[config.mk]
export PLATFORM = sky130hd
export DESIGN_NAME = fft_sequencer_flat
export DESIGN_NICKNAME = d
export VERILOG_FILES = /design/src/rtl/fft_pkg.sv /design/src/rtl/fft_sequencer_if.sv /design/src/rtl/fft_tag_delay.sv /design/src/rtl/fft_sequencer.sv /design/src/flat_wrapper.sv
export SDC_FILE = /design/constraint.sdc
export NUM_CORES = 2
export LEC_CHECK = 0
export CAP_MARGIN = 10
export CORE_MARGIN = 2
export CORE_UTILIZATION = 59
export CTS_BUF_LIST = sky130_fd_sc_hd__clkbuf_4 sky130_fd_sc_hd__clkbuf_8 sky130_fd_sc_hd__clkbuf_16
export DETAILED_ROUTE_END_ITERATION = 6
export PLACE_DENSITY_LB_ADDON = 0.05
export SLEW_MARGIN = 40
export SYNTH_ARGS = -nofsm -noshare
export SYNTH_HDL_FRONTEND = slang
export SYNTH_SLANG_ARGS = --single-unit
[constraint.sdc]
create_clock -name clk -period 2.9 [get_ports clk]
set_input_delay 0.435 -clock clk [delete_from_list [all_inputs] [get_ports clk]]
set_output_delay 0.435 -clock clk [all_outputs]
set_load 0.01 [all_outputs]
[src/rtl/fft_pkg.sv]
// Shared widths, slot layout, rotation codes, FSM state and tracker tag
// for the 16-point radix-4 FFT sequencer.
package fft_pkg;

    localparam int DATA_W  = 17;
    localparam int CPLX_W  = 2 * DATA_W;
    localparam int GROUP_W = 4 * CPLX_W;
    localparam int N_PT    = 16;

    // Slot 0 sits in the most significant position of a group word.
    localparam int SLOT0_LSB = 3 * CPLX_W;
    localparam int SLOT1_LSB = 2 * CPLX_W;
    localparam int SLOT2_LSB = 1 * CPLX_W;
    localparam int SLOT3_LSB = 0;

    localparam logic [2:0] ROT_S1_0 = 3'b000;
    localparam logic [2:0] ROT_S1_1 = 3'b001;
    localparam logic [2:0] ROT_S1_2 = 3'b010;
    localparam logic [2:0] ROT_S1_3 = 3'b011;
    localparam logic [2:0] ROT_S2_0 = 3'b100;
    localparam logic [2:0] ROT_S2_1 = 3'b101;
    localparam logic [2:0] ROT_S2_2 = 3'b110;
    localparam logic [2:0] ROT_S2_3 = 3'b111;

    typedef logic [CPLX_W-1:0]  cplx_t;
    typedef logic [GROUP_W-1:0] group_t;

    typedef enum logic [2:0] {
        ST_LOAD     = 3'd0,
        ST_S1_ISSUE = 3'd1,
        ST_S1_DRAIN = 3'd2,
        ST_S2_ISSUE = 3'd3,
        ST_S2_DRAIN = 3'd4
    } fft_state_e;

    // Travels alongside a butterfly issue so its result can be routed back.
    typedef struct packed {
        logic       valid;
        logic       stage;
        logic [1:0] k;
    } fft_tag_t;

    function automatic group_t pack_group(cplx_t s0, cplx_t s1, cplx_t s2, cplx_t s3);
        group_t g;
        g = '0;
        g[SLOT0_LSB +: CPLX_W] = s0;
        g[SLOT1_LSB +: CPLX_W] = s1;
        g[SLOT2_LSB +: CPLX_W] = s2;
        g[SLOT3_LSB +: CPLX_W] = s3;
        return g;
    endfunction

    function automatic logic [2:0] rot_code(logic stage, logic [1:0] k);
        logic [2:0] r;
        case ({stage, k})
            3'b000:  r = ROT_S1_0;
            3'b001:  r = ROT_S1_1;
            3'b010:  r = ROT_S1_2;
            3'b011:  r = ROT_S1_3;
            3'b100:  r = ROT_S2_0;
            3'b101:  r = ROT_S2_1;
            3'b110:  r = ROT_S2_2;
            default: r = ROT_S2_3;
        endcase
        return r;
    endfunction

endpackage

[src/rtl/fft_sequencer_if.sv]
// Bundle of the sample input, butterfly and output-group signals.
// Input handshake: a sample transfers on a rising clk edge where in_valid and
// in_ready are both high; in_data must be stable while in_valid is high and
// the source must not drop a pending sample before it transfers. The
// butterfly path and the output group have no handshake: calc_out is trusted
// BF_LATENCY cycles after issue and every out_valid pulse must be consumed.
interface fft_sequencer_if;
    import fft_pkg::*;

    logic       in_valid;
    logic       in_ready;
    cplx_t      in_data;
    group_t     calc_in;
    logic [2:0] rotation;
    group_t     calc_out;
    logic       out_valid;
    group_t     out_data;
    logic [1:0] out_group;

    modport master (
        input  in_valid, in_data, calc_out,
        output in_ready, calc_in, rotation, out_valid, out_data, out_group
    );

    modport slave (
        output in_valid, in_data, calc_out,
        input  in_ready, calc_in, rotation, out_valid, out_data, out_group
    );

endinterface

[src/rtl/fft_tag_delay.sv]
// Fixed-depth shift register that delays an issue tag by the butterfly
// latency so the tag emerges in the same cycle as the matching result.
module fft_tag_delay
    import fft_pkg::*;
#(
    parameter int DEPTH = 2
) (
    input  logic     clk,
    input  logic     rst_n,
    input  fft_tag_t tag_i,
    output fft_tag_t tag_o
);

    fft_tag_t pipe_q [DEPTH];

    // Shift tags one stage per cycle; reset drops anything in flight.
    always_ff @(posedge clk or negedge rst_n) begin
        if (!rst_n) begin
            for (int i = 0; i < DEPTH; i++) pipe_q[i] <= '0;
        end else begin
            pipe_q[0] <= tag_i;
            for (int i = 1; i < DEPTH; i++) pipe_q[i] <= pipe_q[i-1];
        end
    end

    assign tag_o = pipe_q[DEPTH-1];

endmodule

[src/rtl/fft_sequencer.sv]
// Collects 16 complex samples, issues them to the butterfly as four stage-1
// groups, feeds the stored stage-1 results back as four stage-2 groups and
// forwards each stage-2 result as an output group. Data passes bit-exact.
module fft_sequencer
    import fft_pkg::*;
#(
    parameter int BF_LATENCY = 2
) (
    input  logic                   clk,
    input  logic                   rst_n,
    fft_sequencer_if.master        bus,
    output fft_state_e             dbg_state_o
);

    fft_state_e state_q;
    logic [3:0] cnt_q;
    logic [1:0] k_q;
    cplx_t      sbuf_q [N_PT];
    group_t     ibuf_q [4];

    logic       in_ready_q;
    group_t     calc_in_q;
    logic [2:0] rotation_q;
    logic       out_valid_q;
    group_t     out_data_q;
    logic [1:0] out_group_q;

    fft_tag_t   tag_d;
    fft_tag_t   tag_out;
    logic [1:0] sel_k;
    group_t     s1_grp;
    group_t     s2_grp;
    logic       accept;
    logic       s1_last_done;

    assign accept       = in_ready_q & bus.in_valid;
    assign s1_last_done = tag_out.valid & ~tag_out.stage & (tag_out.k == 2'd3);

    // Tag for the group currently on calc_in; only issue states produce one.
    always_comb begin
        tag_d       = '0;
        tag_d.valid = (state_q == ST_S1_ISSUE) || (state_q == ST_S2_ISSUE);
        tag_d.stage = (state_q == ST_S2_ISSUE);
        tag_d.k     = k_q;
    end

    // Group index to load into calc_in at the coming edge: next k while
    // issuing, group 0 when entering an issue state.
    always_comb begin
        sel_k = 2'd0;
        if ((state_q == ST_S1_ISSUE) || (state_q == ST_S2_ISSUE)) sel_k = k_q + 2'd1;
    end

    assign s1_grp = pack_group(sbuf_q[{sel_k, 2'd0}], sbuf_q[{sel_k, 2'd1}],
                               sbuf_q[{sel_k, 2'd2}], sbuf_q[{sel_k, 2'd3}]);
    assign s2_grp = ibuf_q[sel_k];

    fft_tag_delay #(.DEPTH(BF_LATENCY)) u_tag_delay (
        .clk   (clk),
        .rst_n (rst_n),
        .tag_i (tag_d),
        .tag_o (tag_out)
    );

    // Sample buffer: each accepted beat lands at the current load position.
    always_ff @(posedge clk or negedge rst_n) begin
        if (!rst_n) begin
            for (int i = 0; i < N_PT; i++) sbuf_q[i] <= '0;
        end else if (accept) begin
            sbuf_q[cnt_q] <= bus.in_data;
        end
    end

    // Intermediate buffer: stage-1 results captured as their tags emerge.
    always_ff @(posedge clk or negedge rst_n) begin
        if (!rst_n) begin
            for (int i = 0; i < 4; i++) ibuf_q[i] <= '0;
        end else if (tag_out.valid && !tag_out.stage) begin
            ibuf_q[tag_out.k] <= bus.calc_out;
        end
    end

    // Frame FSM with all handshake, butterfly and output registers.
    always_ff @(posedge clk or negedge rst_n) begin
        if (!rst_n) begin
            state_q     <= ST_LOAD;
            cnt_q       <= 4'd0;
            k_q         <= 2'd0;
            in_ready_q  <= 1'b1;
            calc_in_q   <= '0;
            rotation_q  <= ROT_S1_0;
            out_valid_q <= 1'b0;
            out_data_q  <= '0;
            out_group_q <= 2'd0;
        end else begin
            out_valid_q <= 1'b0;
            if (tag_out.valid && tag_out.stage) begin
                out_valid_q <= 1'b1;
                out_data_q  <= bus.calc_out;
                out_group_q <= tag_out.k;
            end
            case (state_q)
                ST_LOAD: begin
                    if (accept) begin
                        cnt_q <= cnt_q + 4'd1;
                        if (cnt_q == 4'd15) begin
                            state_q    <= ST_S1_ISSUE;
                            in_ready_q <= 1'b0;
                            k_q        <= 2'd0;
                            calc_in_q  <= s1_grp;
                            rotation_q <= rot_code(1'b0, 2'd0);
                        end
                    end
                end
                ST_S1_ISSUE: begin
                    if (k_q == 2'd3) begin
                        state_q    <= ST_S1_DRAIN;
                        k_q        <= 2'd0;
                        calc_in_q  <= '0;
                        rotation_q <= ROT_S1_0;
                    end else begin
                        k_q        <= sel_k;
                        calc_in_q  <= s1_grp;
                        rotation_q <= rot_code(1'b0, sel_k);
                    end
                end
                ST_S1_DRAIN: begin
                    if (s1_last_done) begin
                        state_q    <= ST_S2_ISSUE;
                        k_q        <= 2'd0;
                        calc_in_q  <= s2_grp;
                        rotation_q <= rot_code(1'b1, 2'd0);
                    end
                end
                ST_S2_ISSUE: begin
                    if (k_q == 2'd3) begin
                        state_q    <= ST_S2_DRAIN;
                        k_q        <= 2'd0;
                        calc_in_q  <= '0;
                        rotation_q <= ROT_S1_0;
                    end else begin
                        k_q        <= sel_k;
                        calc_in_q  <= s2_grp;
                        rotation_q <= rot_code(1'b1, sel_k);
                    end
                end
                ST_S2_DRAIN: begin
                    // Reopen input the cycle after the last group is presented.
                    if (out_valid_q && (out_group_q == 2'd3)) begin
                        state_q    <= ST_LOAD;
                        in_ready_q <= 1'b1;
                    end
                end
                default: begin
                    state_q    <= ST_LOAD;
                    in_ready_q <= 1'b1;
                end
            endcase
        end
    end

    assign bus.in_ready  = in_ready_q;
    assign bus.calc_in   = calc_in_q;
    assign bus.rotation  = rotation_q;
    assign bus.out_valid = out_valid_q;
    assign bus.out_data  = out_data_q;
    assign bus.out_group = out_group_q;
    assign dbg_state_o   = state_q;

endmodule

[src/flat_wrapper.sv]
// flat-port wrapper written by rule: the top's interface ports become plain ports
module fft_sequencer_flat import fft_pkg::*;
#(
    parameter int BF_LATENCY = 2
)
  (clk, rst_n, dbg_state_o, bus_in_valid, bus_in_data, bus_calc_out, bus_in_ready, bus_calc_in, bus_rotation, bus_out_valid, bus_out_data, bus_out_group);
  fft_sequencer_if bus_i ();
  input  logic clk;
  input  logic rst_n;
  output fft_state_e dbg_state_o;
  input wire logic [$bits(bus_i.in_valid)-1:0] bus_in_valid;
  input wire logic [$bits(bus_i.in_data)-1:0] bus_in_data;
  input wire logic [$bits(bus_i.calc_out)-1:0] bus_calc_out;
  output wire logic [$bits(bus_i.in_ready)-1:0] bus_in_ready;
  output wire logic [$bits(bus_i.calc_in)-1:0] bus_calc_in;
  output wire logic [$bits(bus_i.rotation)-1:0] bus_rotation;
  output wire logic [$bits(bus_i.out_valid)-1:0] bus_out_valid;
  output wire logic [$bits(bus_i.out_data)-1:0] bus_out_data;
  output wire logic [$bits(bus_i.out_group)-1:0] bus_out_group;
  assign bus_i.in_valid = bus_in_valid;
  assign bus_i.in_data = bus_in_data;
  assign bus_i.calc_out = bus_calc_out;
  assign bus_in_ready = bus_i.in_ready;
  assign bus_calc_in = bus_i.calc_in;
  assign bus_rotation = bus_i.rotation;
  assign bus_out_valid = bus_i.out_valid;
  assign bus_out_data = bus_i.out_data;
  assign bus_out_group = bus_i.out_group;
  fft_sequencer #(.BF_LATENCY(BF_LATENCY)) u_core (.clk(clk), .rst_n(rst_n), .bus(bus_i), .dbg_state_o(dbg_state_o));
endmodule
After elaboration in Yosys (flattened, before gate mapping)
Cells that the tools add are included.
{ "op_classes": {"n_addsub": 2, "eq_ne": 17, "bitwise_logic": 12, "n_mux": 53, "n_lt_le_gt_ge": 9, "n_reduce_logical": 18} }
{ "ops": {"columns": ["operator", "n"], "rows": [
  ["$bwmux 544", 2],
  ["$mux 136", 8],
  ["$bmux 34 s4", 4],
  ["$pmux 136 s4", 1],
  ["$mux 34", 9],
  ["$bmux 136 s2", 1],
  ["$demux 136 s2", 1],
  ["$demux 34 s4", 1],
  ["$mux 3", 11],
  ["$ge 5x5->1 const B", 5],
  ["$not 4->5", 5],
  ["$pmux 3 s4", 2],
  ["$pmux 3 s5", 1],
  ["$pmux 2 s3", 2],
  ["$reduce_and 4->1", 3],
  ["$eq 2x2->1 const B", 5],
  ["$mux 2", 5],
  ["$ne 2x1->1 const B", 5],
  ["$eq 3x2->1 const B", 2],
  ["$ge 3x3->1 const B", 2],
  ["$not 2->3", 2],
  ["$reduce_and 6->1", 1],
  ["$logic_and 1x1->1", 5],
  ["$lt 5x1->1 const B", 1],
  ["other kinds (21)", 27]
]} }
{ "word_totals": {"reg_bits": 1384, "input_bits": 173, "output_inout_bits": 282} }

Longest topological paths before layout
{ "logic_depth": {"word_depth": 10, "mapped_depth": 9, "ltp_nobuf": 5} }

Cells and area by module
Synthesis repeated with hierarchy kept, for this count alone.
{ "hier_totals": {"hier_cells": 5319, "hier_area_um2": 64314.2} }
{ "by_module_without_submodules": {"columns": ["module", "cells_each", "seq_area_each_um2", "instances", "area_each_um2"], "rows": [
  ["fft_sequencer", 5307, 34434.3, 1, 64084.0],
  ["fft_tag_delay", 12, 200.2, 1, 230.2]
]} }

Worst setup path before layout
Ideal clock, no wire load.
{ "synth_timing": {"path_type": "register to register", "from": "register u_core.k_q[0]", "to": "register u_core.calc_in_q[132] (netlist: u_core.bus.calc_in[132])", "slack_ps": 657, "n_path_buf": 3, "path_stages_with_launch": 9, "arrival_ps": 2117, "synth_period_minus_slack_ps": 2243, "setup_ps": 126, "cell_sequence": "dfrtp_1 > ha_1 > buf_2 > buf_2 > clkbuf_1 > mux2_2 > o22ai_1 > a21oi_1 > a221o_1"} }
{ "synth_between": {"elab_chain_len": 9} }
{ "synth_lines": {"columns": ["element", "line", "source"], "rows": [
  ["from (decl)", "fft_sequencer.sv:17", "logic [1:0] k_q;"],
  ["from (signal assigned)", "fft_sequencer.sv:122", "k_q <= sel_k;"],
  ["from (signal assigned)", "fft_sequencer.sv:142", "k_q <= sel_k;"],
  ["$add 2x1->2", "fft_sequencer.sv:51", "if ((state_q == ST_S1_ISSUE) || (state_q == ST_S2_ISSUE)) sel_k = k_q + 2'd1;"],
  ["$mux 2", "fft_sequencer.sv:51", null],
  ["$not 4->5 (not written as such)", "fft_sequencer.sv:54", "assign s1_grp = pack_group(sbuf_q[{sel_k, 2'd0}], sbuf_q[{sel_k, 2'd1}],"],
  ["$bmux 34 s4", "fft_sequencer.sv:54", null],
  ["$mux 34 (not written as such) (2 in a row)", "fft_sequencer.sv:54", null],
  ["$mux 136", "fft_sequencer.sv:106", "if (cnt_q == 4'd15) begin"],
  ["$mux 136", "fft_sequencer.sv:104", "if (accept) begin"],
  ["$pmux 136 s4 (*)", "fft_sequencer.sv:102", "case (state_q)"],
  ["to (signal assigned)", "fft_sequencer.sv:110", "calc_in_q <= s1_grp;"],
  ["to (signal assigned)", "fft_sequencer.sv:123", "calc_in_q <= s1_grp;"],
  ["to (signal assigned)", "fft_sequencer.sv:131", "calc_in_q <= s2_grp;"],
  ["to (decl)", "fft_sequencer.sv:22", "group_t calc_in_q;"]
]} }
Mark *: on every way between the ends. The rest lies on a longest branch, timed or not. The select of a mux whose other input is x is not followed.
A chain may end at the register's enable or synchronous reset.

Final worst setup path
{ "layout_timing": {"from": "register u_core.k_q[0]", "to": "register u_core.calc_in_q[17] (netlist: u_core.bus.calc_in[17])"} }
{ "layout_between": {"elab_chain_len": 9} }
{ "layout_lines": {"columns": ["element", "line", "source"], "rows": [
  ["$add 2x1->2", "fft_sequencer.sv:51", null],
  ["$mux 2", "fft_sequencer.sv:51", null],
  ["$not 4->5 (not written as such)", "fft_sequencer.sv:55", "sbuf_q[{sel_k, 2'd2}], sbuf_q[{sel_k, 2'd3}]);"],
  ["$bmux 34 s4", "fft_sequencer.sv:55", null],
  ["$mux 34 (not written as such) (2 in a row)", "fft_sequencer.sv:55", null],
  ["$mux 136", "fft_sequencer.sv:106", null],
  ["$mux 136", "fft_sequencer.sv:104", null],
  ["$pmux 136 s4 (*)", "fft_sequencer.sv:102", null]
]} }
Marked as above.

==> run_results.csv <==
group,metric,value,unit
outcome,outcome,"completed",
final_layout,fin_util,71.34,%
timing,fin_skew,22.45,ps
drt,drt_iter0_markers,3177,
power_and_ir_drop,finalPower,98.42,mW
synth,ys.flop_type,"dfrtp_1",
synth,synthCells,4591,
clocking,clk_latency,750,ps
synth,ys_types,45,
flow_run,maxCapViolCount,0,
synth,synth_area_leaders,"dfrtp_1 57%, mux2_2 25%, o22ai_1 5.6%, nand2_1 2.6%, a221o_1 2.2%",
final_layout,layout-drive-gt1-share,36.80,%
placed_design,place_inst,6205,
drt,totalWireLength,168400,um
clocking,numCtsBuffers,145,
clocking,clk_pin_slew,60,ps
power_and_ir_drop,p_leak,32.08,nW
worst_setup_path,path_max_fanout,37,
global_routing,grt_pass1_wl,261900,um
floorplan,core-area,0.1017,mm^2
timing,period_minus_slack,2593,ps
worst_setup_path,arrival,3210,ps
final_layout,nNetsFinal,5165,
worst_setup_path,cp_data_required_time,3520,ps
synth,netlist_area,0.06054,mm^2
timing,rsz0062_at_grt,"no",
power_and_ir_drop,p_per_area,1356,mW/mm^2
timing,setup_viol,0,
worst_setup_path,end_kind,"flip-flop",
synth,syn_nets,4769,
power_and_ir_drop,ir_worst_vdd,1185,uV
floorplan,die_h,324.3,um
synth,yosysWarnings,0,
floorplan,io_pins,455,
final_layout,n_fill_cell,7105,
synth,synth_edf_count,0,
synth,synth.avg_cell_area,13.19,um^2
drt,drc_errors,0,
min_path,hp-class,"in2async",
floorplan,die_area,0.1052,mm^2
timing,slew_violations,0,
drt,wl_per_cell,26.03,um
timing,fin_crit_sh,89.41,%
global_routing,track_usage,31.89,%
drt,vias,41110,
placed_design,port_buffers,454,
synth,synth-seq-cells,1384,
placed_design,hpwl,103200,um
global_routing,antenna_found_initial,13,
worst_setup_path,path_class,"reg2reg",
synth,yosys.area.top_type,"dfrtp_1",
floorplan,rows,117,
placed_design,post_dp_cell_area,0.06752,mm^2
clocking,clock_path_buffers,3,
clocking,clock-sinks,1384,
synth,synthArstFlopShare,100.0,%
final_layout,stdcell_area,0.07259,mm^2
timing,slew_headroom,40.23,%
global_routing,grt_overflow_total,0,
timing,worstMarginPinSlew,893.8,ps
timing,tns,0,ps
final_layout,syn_to_final_growth,19.89,%
synth,synth.top_cell.area_share,57.16,%
floorplan,die_x,324.3,um
synth,ys_seq_area_share,57.21,%
drt,routed_via_density,6.353,
final_layout,final_cells,6471,
clocking,cts_tree,"done",
global_routing,grt_max_degree,138,
global_routing,grt_pass1_vias,42950,
worst_setup_path,critPathLaunchType,"flip-flop",
timing,final_hold_viol_count,0,
clocking,cts_root_buffer,"clkbuf_16",
timing,clock.fmax,0.3857,GHz
drt,drt_pass1_iterations,5,
clocking,cts_max_level,4,
drt,drtAntennaViolNets,0,
placed_design,place.gp.congestion,0.8107,
floorplan,start_util,59.51,%
[path summary, 6_finish.rpt]
path                            cells after the start  slack, ps                              startpoint                                    end
worst max-delay path                                8        310               u_core.k_q[0]$_DFFE_PN0P_     u_core.bus.calc_in[17]$_DFFE_PN0P_
worst min-delay path                                2        220                                   rst_n   u_core.bus.out_data[111]$_DFFE_PN0P_
max in group asynchronous                           3       1630                                   rst_n         u_core.ibuf_q[152]$_DFFE_PN0P_
worst min register to register                      0        350  u_core.u_tag_delay.pipe_q[7]$_DFF_PN0_  u_core.u_tag_delay.tag_o[3]$_DFF_PN0_
worst max register to register                      8        310               u_core.k_q[0]$_DFFE_PN0P_     u_core.bus.calc_in[17]$_DFFE_PN0P_
min in group clk                                    2        300                         bus_in_data[29]         u_core.sbuf_q[437]$_DFFE_PN0P_
[layer usage]
layer	GRT usage (%)	up-vias	wire length, um
met4	11.10	16	5084
met3	5.239	266	9693
met1	44.20	21640	72510
li1	-	17910	-
met2	51.34	1272	81040
met5	0	-	99
[layout make-up]
class / count / area (um^2) / area share [%]
Inverter: 5 / 18.77 / 0.02586
Multi-Input combinational cell: 2794 / 24040 / 33.11
Sequential cell: 1384 / 34640 / 47.72
Timing Repair Buffer: 657 / 7167 / 9.873
Antenna cell: 5 / 12.51 / 0.01724
Clock inverter: 22 / 220.2 / 0.3034
Tap cell: 1368 / 1712 / 2.358
Clock buffer: 236 / 4782 / 6.588
[cells by family after synthesis]
kind of cell,count (synthesis),synth area share (%)
flip-flops,1384,57.21
adder cells (fa/ha/maj),5,0.1033
AND/OR/NAND/NOR,458,2.992
buffers and inverters,413,3.406
AO/OA/AOI/OAI,965,10.90
multiplexers,1362,25.33
XOR/XNOR,4,0.05787
[power breakdown]
part,switching [mW],internal (mW)
registers,5.56,28.7
logic,22.3,22.7
clock network,7.56,11.6
[critical path, cell delays in order (launching register included)]
cell and delay, ps:
dfrtp_4 530, ha_4 390, buf_4 220, buf_12 240, buf_4 200, mux2_2 340
o22ai_1 150, a211oi_1 80, a221o_1 290
[flip-flops by register name, summed over array words and instances, names as in the netlist]
name and cells:
u_core.bus.in_ready 1, u_core.k_q 2, u_core.u_tag_delay.pipe_q 4, u_core.bus.out_valid 1
u_core.u_tag_delay.tag_o 4, u_core.bus.calc_in 136, u_core.sbuf_q 544, u_core.bus.out_group 2
u_core.bus.out_data 136, u_core.ibuf_q 544, u_core.bus.rotation 3, u_core.cnt_q 4
u_core.dbg_state_o 3
[repair_timing]
action                                 4_1_cts  5_1_grt
endpoints found under the hold margin       76        0
buffers inserted                             0        0
hold buffers                                 1        0
gates resized for setup                      0        0
[synthesized netlist by cell type (3+ instances only)]
master        n
inv_1         5
o22ai_1     541
mux2_2     1362
o2bb2ai_1     4
nor4bb_1      3
buf_1        23
nand3_1       8
nor2_1       14
o22ai_2       3
buf_8         8
clkbuf_1    177
dfrtp_1    1383
buf_6        21
buf_2       168
ha_1          5
xnor2_1       3
clkbuf_4      8
nand2b_1      3
a211oi_1    136
a21oi_1     138
nand2_1     415
a221o_1     136
[stage by stage]
step / worst slack, ps / hold WS, ps
6_report: 307.2 / 220.7
5_1_grt: 223.7 / 275.2
4_1_cts: 355.5 / 233.9
3_5_place_dp: 238.0 / 335.6
3_3_place_gp: 246.0 / 331.3
2_1_floorplan: 657.2 / 139.4
[cells in the final DEF, fill, tap and decap left out, types with 2 or more instances in the layout]
| master | instances |
|---|---|
| dfrtp_1 | 1382 |
| mux2_2 | 1362 |
| o22ai_1 | 541 |
| clkdlybuf4s50_1 | 434 |
| nand2_1 | 414 |
| clkbuf_16 | 159 |
| a21oi_1 | 137 |
| a211oi_1 | 136 |
| a221o_1 | 136 |
| buf_4 | 108 |
| buf_12 | 90 |
| clkbuf_4 | 41 |
| clkbuf_8 | 36 |
| buf_2 | 19 |
| clkinv_2 | 15 |
| nor2_4 | 12 |
| diode_2 | 5 |
| inv_1 | 5 |
| nand3_2 | 4 |
| nand3_1 | 4 |
| o2bb2ai_1 | 4 |
| ha_1 | 4 |
| bufinv_16 | 4 |
| nor2_1 | 3 |
| nand2b_1 | 3 |
| o22ai_2 | 3 |
| xnor2_1 | 3 |
| buf_16 | 3 |
| and2_1 | 2 |
| nand3b_1 | 2 |
| nor4bb_4 | 2 |
| o21ai_0 | 2 |
| buf_6 | 2 |
(Power assumes the default switching activity.)
